## src/rtl/dff_pipe_bank.sv

```systemverilog
// -----------------------------------------------------------------------------
// dff_pipe_bank
//   Bank of CHANNELS independent WIDTH-bit delay lines, each DEPTH stages deep.
//   Every stage carries a valid bit. Each lane can stall on its own. A global
//   flush clears every lane. Each lane also reports how many of its stages
//   hold valid data. This is the generic retiming / skew-balancing register
//   block placed between datapath stages. With CHANNELS=1 and DEPTH=1 it
//   behaves like a plain D flip-flop.
//
// Parameters
//   WIDTH      data bits per lane (1..64)
//   CHANNELS   number of independent lanes (1..16)
//   DEPTH      stages per lane (1..32) = latency in active edges
//   RESET_VAL  value loaded into every data stage on reset/flush
//              (zero-extended or truncated to WIDTH bits)
//   NEGEDGE    1: state updates on the falling edge of clk, 0: on the rising edge
//
// Ports
//   clk      clock; the active edge is selected by NEGEDGE
//   reset    synchronous, active-high; sampled on the active edge
//   en       per-lane advance enable; 0 makes the lane hold all of its stages
//   d_valid  per-lane input valid, captured together with d when en[c]=1
//   d        lane c input data at [c*WIDTH +: WIDTH]
//   flush    synchronous clear of all lanes, same effect as reset
//   q        lane c last-stage data at [c*WIDTH +: WIDTH]
//   q_valid  per-lane last-stage valid
//   count    lane c valid-stage count at [c*CW +: CW], CW = $clog2(DEPTH+1)
// -----------------------------------------------------------------------------
module dff_pipe_bank #(
  parameter int          WIDTH     = 8,
  parameter int          CHANNELS  = 1,
  parameter int          DEPTH     = 1,
  parameter logic [63:0] RESET_VAL = 64'h34,
  parameter bit          NEGEDGE   = 1'b1,
  localparam int         CW        = $clog2(DEPTH + 1)
) (
  input  logic                         clk,
  input  logic                         reset,
  input  logic [CHANNELS-1:0]          en,
  input  logic [CHANNELS-1:0]          d_valid,
  input  logic [CHANNELS*WIDTH-1:0]    d,
  input  logic                         flush,
  output logic [CHANNELS*WIDTH-1:0]    q,
  output logic [CHANNELS-1:0]          q_valid,
  output logic [CHANNELS*CW-1:0]       count
);

  localparam logic [WIDTH-1:0] RST_DATA = RESET_VAL[WIDTH-1:0];

  genvar gi;
  generate
    for (gi = 0; gi < CHANNELS; gi++) begin : g_lane
      // Stage 0 is the input end, stage DEPTH-1 drives q.
      logic [DEPTH-1:0][WIDTH-1:0] data_reg, data_next;
      logic [DEPTH-1:0]            valid_reg, valid_next;
      logic [CW-1:0]               count_reg, count_next;

      // Next state for flush and advance. Reset is applied in the register
      // process itself and takes priority over everything computed here.
      always_comb begin
        data_next  = data_reg;
        valid_next = valid_reg;
        count_next = count_reg;
        if (flush) begin
          data_next  = {DEPTH{RST_DATA}};
          valid_next = '0;
          count_next = '0;
        end else if (en[gi]) begin
          // The data stage loads d even when d_valid is low. Invalid words
          // still move through the lane; only the valid bit marks them.
          data_next[0]  = d[gi*WIDTH +: WIDTH];
          valid_next[0] = d_valid[gi];
          for (int k = 1; k < DEPTH; k++) begin
            data_next[k]  = data_reg[k-1];
            valid_next[k] = valid_reg[k-1];
          end
          // Count changes only when exactly one valid word enters or leaves.
          // It therefore stays equal to the popcount of valid_reg.
          if (d_valid[gi] && !valid_reg[DEPTH-1]) begin
            count_next = count_reg + CW'(1);
          end else if (!d_valid[gi] && valid_reg[DEPTH-1]) begin
            count_next = count_reg - CW'(1);
          end
        end
      end

      if (NEGEDGE) begin : g_neg
        always_ff @(negedge clk) begin
          if (reset) begin
            data_reg  <= {DEPTH{RST_DATA}};
            valid_reg <= '0;
            count_reg <= '0;
          end else begin
            data_reg  <= data_next;
            valid_reg <= valid_next;
            count_reg <= count_next;
          end
        end
      end else begin : g_pos
        always_ff @(posedge clk) begin
          if (reset) begin
            data_reg  <= {DEPTH{RST_DATA}};
            valid_reg <= '0;
            count_reg <= '0;
          end else begin
            data_reg  <= data_next;
            valid_reg <= valid_next;
            count_reg <= count_next;
          end
        end
      end

      // Outputs come straight from registers, with no path from the inputs.
      assign q[gi*WIDTH +: WIDTH] = data_reg[DEPTH-1];
      assign q_valid[gi]          = valid_reg[DEPTH-1];
      assign count[gi*CW +: CW]   = count_reg;

`ifndef SYNTHESIS
      always_comb begin
        assert (reset || count_reg == CW'($countones(valid_reg)))
          else $error("dff_pipe_bank lane %0d: count out of step with valid bits", gi);
      end
`endif
    end
  endgenerate

endmodule

```

## config.mk

```make
export PLATFORM = sky130hd
export DESIGN_NAME = dff_pipe_bank
export DESIGN_NICKNAME = d
export VERILOG_FILES = /design/src/rtl/dff_pipe_bank.sv
export SDC_FILE = /design/constraint.sdc
export NUM_CORES = 1
export LEC_CHECK = 0
export BUFFER_PORTS_ARGS = -buffer_cell sky130_fd_sc_hd__buf_4
export CORE_AREA = 10 10 47 49
export DETAILED_ROUTE_END_ITERATION = 7
export DIE_AREA = 0 0 57 59
export SYNTH_ARGS = -nofsm -noshare
export SYNTH_HDL_FRONTEND = slang
export SYNTH_SLANG_ARGS = --single-unit
```

## constraint.sdc

```tcl
create_clock -name clk -period 0.9 [get_ports clk]
set_input_delay 0.045 -clock clk [delete_from_list [all_inputs] [get_ports clk]]
set_output_delay 0.045 -clock clk [all_outputs]
set_load 0.03 [all_outputs]
```

==> run_results.csv, run 1 <==
group,metric,value,unit
cells_and_area,area_growth,79.7,%
grt,grt_pass1_wl,1710,um
power_and_ir_drop,power,1.12,mW
placement,gp_congestion,0.624,
job,cap_violations,0,
cts,cts_tree,"done",
critical_path,slowest_stage,"dfxtp_2",
cts,clk_pin_slew,0.05,ns
cts,htreeDepth,1,
critical_path,rr_endpoint,"count",
yosys,syn_area_per_cell,10.1,sq um
critical_path,worstPathArrival,1.25,ns
hold_path,worst_hold_startpoint,"d[4]",
critical_path,required,0.85,ns
timing,final_hold_viol_count,0,
cells_and_area,fill_cells,144,
timing,relSlewSlack,0.771,
critical_path,startpoint_type,"flip-flop",
timing,setup_ws,-0.390,ns
outcome,violations,"setup timing",
cts,cts_post_setup_buffers_inserted,0,
grt,antenna_found_initial,0,
cells_and_area,n_antenna_cell,0,
route,drtAntennaViolNets,0,
placement,place_hpwl,762,um
timing,worst_slew_pin_slew,0.343,ns
critical_path,worstPathCellList,"buf_6",
critical_path,slowest_delay,0.33,ns
critical_path,r2r-start,"q_valid",
grt,gr-total-overflow,0,
yosys,ys_warn_count,0,
cts,cts_buffers,3,
route,dr_total_vias,374,
yosys,seq_area_frac_synth,0.523,
yosys,synth-seq-cells,10,
yosys,synth_cell_types,10,
route,drc,0,
timing,finalMaxSlewViolations,0,
grt,track_usage,0.0638,
critical_path,r2r_slack,-0.01,ns
cells_and_area,final_cell_mix,"buf_4 (13), buf_6 (11), mux2i_1 (10), inv_1 (10), dfxtp_2 (9)",
timing,finClkSkew,0.00438,ns
floorplan,die_y,59,um
yosys,synth_fp_nets,51,
floorplan,die-area,3360,sq um
cells_and_area,final_layout_size_suffix_gt1_frac,0.521,
critical_path,crit_fanout,2,
grt,grt_pass1_vias,450,
cts,insertion_delay,0.32,ns
hold_path,hold_class,"in -> reg",
yosys,synth_area_leaders,"dfxtp_1 (52%), mux2i_1 (26%), nor2_1 (6.9%), nand2_1 (4.9%), xor2_1 (2.3%)",
critical_path,critPathTopFamily,"flip-flops",
critical_path,crit_path_end_kind,"output port",
hold_path,whs_path_depth,3,
power_and_ir_drop,vdd_drop_max,0.000695,V
grt,grt_max_degree,11,
route,vias_per_cell,4.20,
route,wl,988,um
critical_path,crit_path_start,"q[4]",
floorplan,start_util,0.273,
outcome,status,"finished with violations",
floorplan,row_count,14,
cells_and_area,layout.nets,87,
timing,tns,-3.72,ns
cells_and_area,mostFrequentLayoutCell,"buf_4",
timing,rsz0062_at_grt,"true",
route,wl_per_cell,11.1,um
critical_path,path_buf_inv,1,
cts,ctsHoldBuffers,0,
floorplan,ios,23,
cts,root_buffer,"clkbuf_4",
placement,io_buffers,22,
yosys,yosys.area.top_type_share,0.523,
yosys,yosys.area.top_type,"dfxtp_1",
floorplan,die_w,57,um
route,firstDrtPassIters,2,
cells_and_area,largest_reg_flops,8,
route,drtIter0Drc,2,
floorplan,core_area,1400,sq um
cells_and_area,utilization,0.491,
hold_path,whs_endpoint,"q[4]",
cts,ctsLongestPathBuffers,2,
timing,finalSetupViolations,11,
yosys,synthesis.area,383,sq um
power_and_ir_drop,power.density,1630,nW/um^2
critical_path,reg2reg_depth,4,
critical_path,path_class,"reg -> out",
yosys,synth_cells,38,
cts,clock_sinks,10,
power_and_ir_drop,leakage,0.367,nW
-- power breakdown --
part	switching [mW]	internal, mW
registers	0.0112	0.463
clock network	0.261	0.220
logic	0.0750	0.0915
-- through the flow --
step                cells  cell area [sq um]  hold slack [ns]  worst slack, ns
CTS                    89                684            0.364           -0.401
detailed placement     76                584            0.446           -0.253
floorplan              38                409            0.560          -0.0951
global placement       76                584            0.441           -0.243
global route           89                688            0.377           -0.432
finish                 89                688            0.369           -0.390
-- per-layer routing --
layer  share of wire  global-route usage
met2            0.46              0.0946
met4               0              0.0503
met1            0.36              0.0493
met5               0                   0
met3            0.17              0.0644
-- worst max path at each step --
stage	slack (ns)	cells after the start	endpoint
floorplan	-0.1	2	count
global placement	-0.24	3	q[0]
detailed placement	-0.25	3	q[7]
CTS	-0.40	1	q_valid
global route	-0.43	1	q[4]
finish	-0.39	1	q[4]
-- cell type report --
type / instances / area (sq um) / area share
Multi-Input combinational cell: 25 / 166 / 0.242
Timing Repair Buffer: 24 / 221 / 0.322
Tap cell: 16 / 20.0 / 0.0291
Sequential cell: 10 / 215 / 0.313
Clock buffer: 3 / 22.5 / 0.0327
Clock inverter: 11 / 42.5 / 0.0618
-- synth_stat cells, drive strengths merged --
cell / n
dfxtp: 10
mux2i: 10
nor2: 7
nand2: 5
buf: 2
inv: 1
or2: 1
or3: 1
xor2: 1
-- kinds of logic (layout without fill, tap and decap cells) --
family                    after synthesis  count (layout)  synth area share
buffers and inverters                   3              38            0.0425
xor gates and xnor gates                1               1            0.0229
muxes                                  10              10             0.261
and+or+nand+nor                        14              14             0.150
DFF                                    10              10             0.523
-- what timing repair did --
item                                    CTS  global route
endpoints found under the setup margin   11            11
pin swaps                                 1             1
resized for setup                        11             1
(Power assumes the default switching activity.)
==> run 2, diff against run 1 <==
- CELL_PAD_IN_SITES_DETAIL_PLACEMENT: unset -> 2
- CELL_PAD_IN_SITES_GLOBAL_PLACEMENT: unset -> 2
- CORE_AREA: 10 10 47 49 -> unset
- CORE_ASPECT_RATIO: unset -> 1.2
- CORE_MARGIN: unset -> 10
- CORE_UTILIZATION: unset -> 21
- DIE_AREA: 0 0 57 59 -> unset
- PLACE_DENSITY_LB_ADDON: unset -> 0.1
==> run 2 against run 1 <==
  * The run still ends with setup timing left
  * Critical endpoint is now count
  * Sequential power about the same
  * Core utilization down 5.9 points
  * Register-to-register slack worse by 0.04 ns
  * Highest routed layer is now met4
  * Routed wire length up 26%
  * Clock power down 1%
  * Global-route usage up 0.66 points
  * Total power up 0.79%
==> run_results.csv, run 2 (synthesis results as in run 1) <==
group,metric,value,unit
outcome,status,"finished with violations",
outcome,violations,"setup timing",
floorplan,die_w,59.0,um
grt,track_usage,0.0704,
critical_path,rr_endpoint,"count",
placement,dp_cells,78,
route,wl,1240,um
cells_and_area,fin_area,727,sq um
critical_path,cp_num_cells,1,
grt,antenna_found_initial,0,
floorplan,row_count,16,
placement,gp_congestion,0.648,
floorplan,start_util,0.228,
timing,worst_slew_pin_slew,0.355,ns
placement,place_area,587,sq um
cells_and_area,mostFrequentLayoutCell,"buf_4",
timing,final_hold_viol_count,0,
placement,place_hpwl,918,um
cells_and_area,n_antenna_cell,0,
cts,htreeDepth,1,
floorplan,die_y,66.8,um
critical_path,worstPathCellList,"buf_6",
placement,preCtsSetupSlack,-0.274,ns
floorplan,ios,23,
placement,io_buffers,22,
power_and_ir_drop,leakage,0.394,nW
cells_and_area,fin_cells,95,
cells_and_area,layout.nets,92,
critical_path,crit_path_end_kind,"output port",
floorplan,core_area,1680,sq um
critical_path,startpoint_type,"flip-flop",
hold_path,whs_endpoint,"q[4]",
grt,gr-total-overflow,0,
critical_path,worstPathArrival,1.24,ns
critical_path,reg2reg_depth,3,
cells_and_area,area_growth,89.9,%
power_and_ir_drop,power,1.13,mW
critical_path,crit_fanout,2,
grt,grt_pass1_wl,2100,um
cts,clk_pin_slew,0.04,ns
cells_and_area,final_cell_mix,"buf_4 (17), buf_6 (12), mux2i_1 (10), inv_1 (10), dfxtp_2 (9)",
critical_path,path_buf_inv,1,
cts,cts_buffers,3,
power_and_ir_drop,vdd_drop_max,0.000772,V
route,drtAntennaViolNets,0,
cells_and_area,utilization,0.432,
route,wl_per_cell,13.1,um
job,cap_violations,0,
cts,ctsLongestPathBuffers,2,
route,drc,0,
timing,tns,-3.76,ns
cts,insertion_delay,0.33,ns
cts,clock_sinks,10,
power_and_ir_drop,power.density,1560,nW/um^2
critical_path,r2r-start,"count",
timing,setup_ws,-0.383,ns
timing,rsz0062_at_grt,"true",
critical_path,required,0.85,ns
critical_path,path_class,"reg -> out",
floorplan,die-area,3940,sq um
critical_path,slowest_delay,0.33,ns
hold_path,hold_class,"in -> reg",
route,firstDrtPassIters,4,
cts,cts_tree,"done",
grt,grt_max_degree,11,
hold_path,whs_path_depth,3,
critical_path,slowest_stage,"dfxtp_2",
timing,relSlewSlack,0.764,
hold_path,worst_hold_startpoint,"d[4]",
route,vias_per_cell,4.31,
timing,finClkSkew,0.00753,ns
timing,finalMaxSlewViolations,0,
route,dr_total_vias,409,
timing,finalSetupViolations,11,
cts,root_buffer,"clkbuf_4",
grt,grt_pass1_vias,496,
critical_path,critPathTopFamily,"flip-flops",
timing,holdWs,0.386,ns
cells_and_area,largest_reg_flops,8,
critical_path,r2r_slack,-0.05,ns
route,drtIter0Drc,1,
cells_and_area,final_layout_size_suffix_gt1_frac,0.545,
run 2: cell type report:
class	count	area, sq um
repair buffers	29	263
clock buffers	3	22.5
flip-flops and latches	10	215
clock inverters	10	37.5
well taps	18	22.5
fillers	190	955
multi-input cells	25	166
run 2: worst max path at each step:
stage	from	to	slack, ns
floorplan	flush	count	-0.1
global placement	flush	q_valid	-0.25
detailed placement	flush	count	-0.27
CTS	count	count	-0.40
global route	q[2]	q[2]	-0.43
finish	count	count	-0.38
run 2: power by group:
| part | leakage, nW | switching (mW) | total (mW) | internal (mW) |
|---|---|---|---|---|
| combinational | 0.243 | 0.0805 | 0.182 | 0.101 |
| sequential | 0.0837 | 0.0103 | 0.473 | 0.463 |
| clock | 0.0671 | 0.263 | 0.477 | 0.213 |
run 2: what timing repair did:
item,4_1_cts,5_1_grt
resized for setup,11,2
buffers inserted,3,2
endpoints found under the setup margin,11,11
pin swaps,1,2
hold buffers,0,0
run 2: routing by layer:
metal  up-vias  GRT usage  wire (um)
met2        14      0.105        642
met5         -          0          0
met4         0     0.0690         36
li1        203          -          -
met1       188     0.0577        450
met3         4     0.0531        110
==> run 3, diff against run 2 <==
- RECOVER_POWER: unset -> 25
==> run 3 against run 2 <==
  * The flow still finishes with violations (setup timing)
  * Via count is the same
  * Sequential share of layout area unchanged
  * Flip-flop and latch count did not move
  * Register-to-register slack about the same
  * Final area unchanged
  * Critical endpoint unchanged
  * Largest power group unchanged
==> run_results.csv, run 3 (synthesis results as in run 1) <==
group,metric,value,unit
route,dr_total_vias,409,
grt,antenna_found_initial,0,
placement,preCtsSetupSlack,-0.274,ns
cells_and_area,final_cell_mix,"buf_4 (16), buf_6 (12), mux2i_1 (10), inv_1 (10), dfxtp_2 (9)",
power_and_ir_drop,switching_share,0.313,
timing,final_hold_viol_count,0,
floorplan,start_util,0.228,
placement,gp_congestion,0.648,
critical_path,path_class,"reg -> out",
floorplan,row_count,16,
hold_path,hold_class,"in -> reg",
floorplan,die_w,59.0,um
cts,cts_tree,"done",
cts,insertion_delay,0.33,ns
critical_path,crit_end,"count",
critical_path,slowest_delay,0.33,ns
cells_and_area,fill_cells,190,
timing,finClkSkew,0.00753,ns
timing,rsz0062_at_grt,"true",
power_and_ir_drop,power.density,1560,nW/um^2
cts,cts_buffers,3,
critical_path,rr_endpoint,"count",
grt,track_usage,0.0704,
hold_path,worst_hold_startpoint,"d[4]",
grt,gr-total-overflow,0,
cells_and_area,final_layout_size_suffix_gt1_frac,0.545,
timing,finalMaxSlewViolations,0,
route,drtIter0Drc,1,
critical_path,worstPathArrival,1.24,ns
route,vias_per_cell,4.31,
outcome,status,"finished with violations",
grt,grt_pass1_wl,2100,um
route,wl_per_cell,13.0,um
critical_path,cp_num_cells,1,
cells_and_area,fin_cells,95,
critical_path,crit_path_start,"count",
critical_path,worstPathCellList,"buf_6",
critical_path,slowest_stage,"dfxtp_2",
critical_path,path_buf_inv,1,
cells_and_area,n_antenna_cell,0,
power_and_ir_drop,p_comb_frac,0.160,
power_and_ir_drop,leakage,0.393,nW
timing,holdWs,0.386,ns
timing,worst_slew_pin_slew,0.355,ns
cts,root_buffer,"clkbuf_4",
power_and_ir_drop,vdd_drop_max,0.000771,V
floorplan,die_y,66.8,um
critical_path,r2r-start,"count",
timing,setup_ws,-0.383,ns
power_and_ir_drop,p_clk_frac,0.422,
placement,io_buffers,22,
floorplan,ios,23,
cts,ctsLongestPathBuffers,2,
floorplan,die-area,3940,sq um
route,drtAntennaViolNets,0,
cells_and_area,area_growth,89.9,%
route,wl,1240,um
power_and_ir_drop,power,1.13,mW
cts,htreeDepth,1,
critical_path,crit_path_end_kind,"output port",
route,firstDrtPassIters,4,
cells_and_area,largest_reg_flops,8,
placement,dp_cells,78,
critical_path,reg2reg_depth,3,
floorplan,core_area,1680,sq um
job,cap_violations,0,
timing,relSlewSlack,0.764,
grt,grt_pass1_vias,496,
cells_and_area,mostFrequentLayoutCell,"buf_4",
placement,place_hpwl,918,um
grt,grt_max_degree,11,
power_and_ir_drop,intPower,0.777,mW
power_and_ir_drop,switchingPower,0.354,mW
cts,ctsHoldBuffers,0,
timing,finalSetupViolations,11,
critical_path,critPathTopFamily,"flip-flops",
power_and_ir_drop,p_seq_frac,0.418,
critical_path,startpoint_type,"flip-flop",
outcome,violations,"setup timing",
route,drc,0,
cts,clk_pin_slew,0.04,ns
critical_path,required,0.85,ns
critical_path,r2r_slack,-0.05,ns
cts,clock_sinks,10,
cells_and_area,layout.nets,92,
critical_path,crit_fanout,2,
[run 3: cell count changes in the layout (fill, tap and decap cells not counted), sizes merged]
cell,delta
buf,-1
clkbuf,+1
[run 3: how the worst min path moves through the flow]
stage | end | cells after the start
final | q[4] | 3
after global routing | q[4] | 3
after CTS | q[4] | 3
after detailed placement | q[4] | 2
after global placement | q[4] | 2
after floorplan | q[4] | 2
[run 3: power by group through the flow]
stage	Clock (mW)	Combinational [mW]	Sequential [mW]
floorplan	0.0751	0.0595	0.506
global placement	0.0751	0.160	0.476
detailed placement	0.0751	0.163	0.476
CTS	0.517	0.181	0.472
global route	0.574	0.199	0.473
finish	0.477	0.181	0.473
[run 3: through the flow]
stage          TNS [ns]  cell area (sq um)  utilization
6_report          -3.76                727        0.432
3_3_place_gp      -2.81                587        0.349
2_1_floorplan    -0.675                409            -
3_5_place_dp      -2.99                587        0.349
5_1_grt           -4.30                727        0.432
4_1_cts           -3.93                704        0.419
[run 3: repair_timing]
item	in CTS	in global routing
pin swaps	1	2
setup buffers	3	2
resized for setup	11	2
setup endpoints to repair	11	11
[run 3: per-layer routing]
layer  routed length [um]  part of all wire  global-route usage
met1                  449              0.36              0.0577
met2                  642              0.52               0.105
met3                  110             0.089              0.0531
met4                   36             0.029              0.0690
met5                    0                 0                   0
[run 3: area by class of cell]
type | count | area (sq um) | share of cell area
multi-input combinational | 25 | 166 | 0.229
timing repair buffer | 29 | 263 | 0.361
clock inverter | 10 | 37.5 | 0.0516
tap | 18 | 22.5 | 0.0310
sequential | 10 | 215 | 0.296
clock buffer | 3 | 22.5 | 0.0310
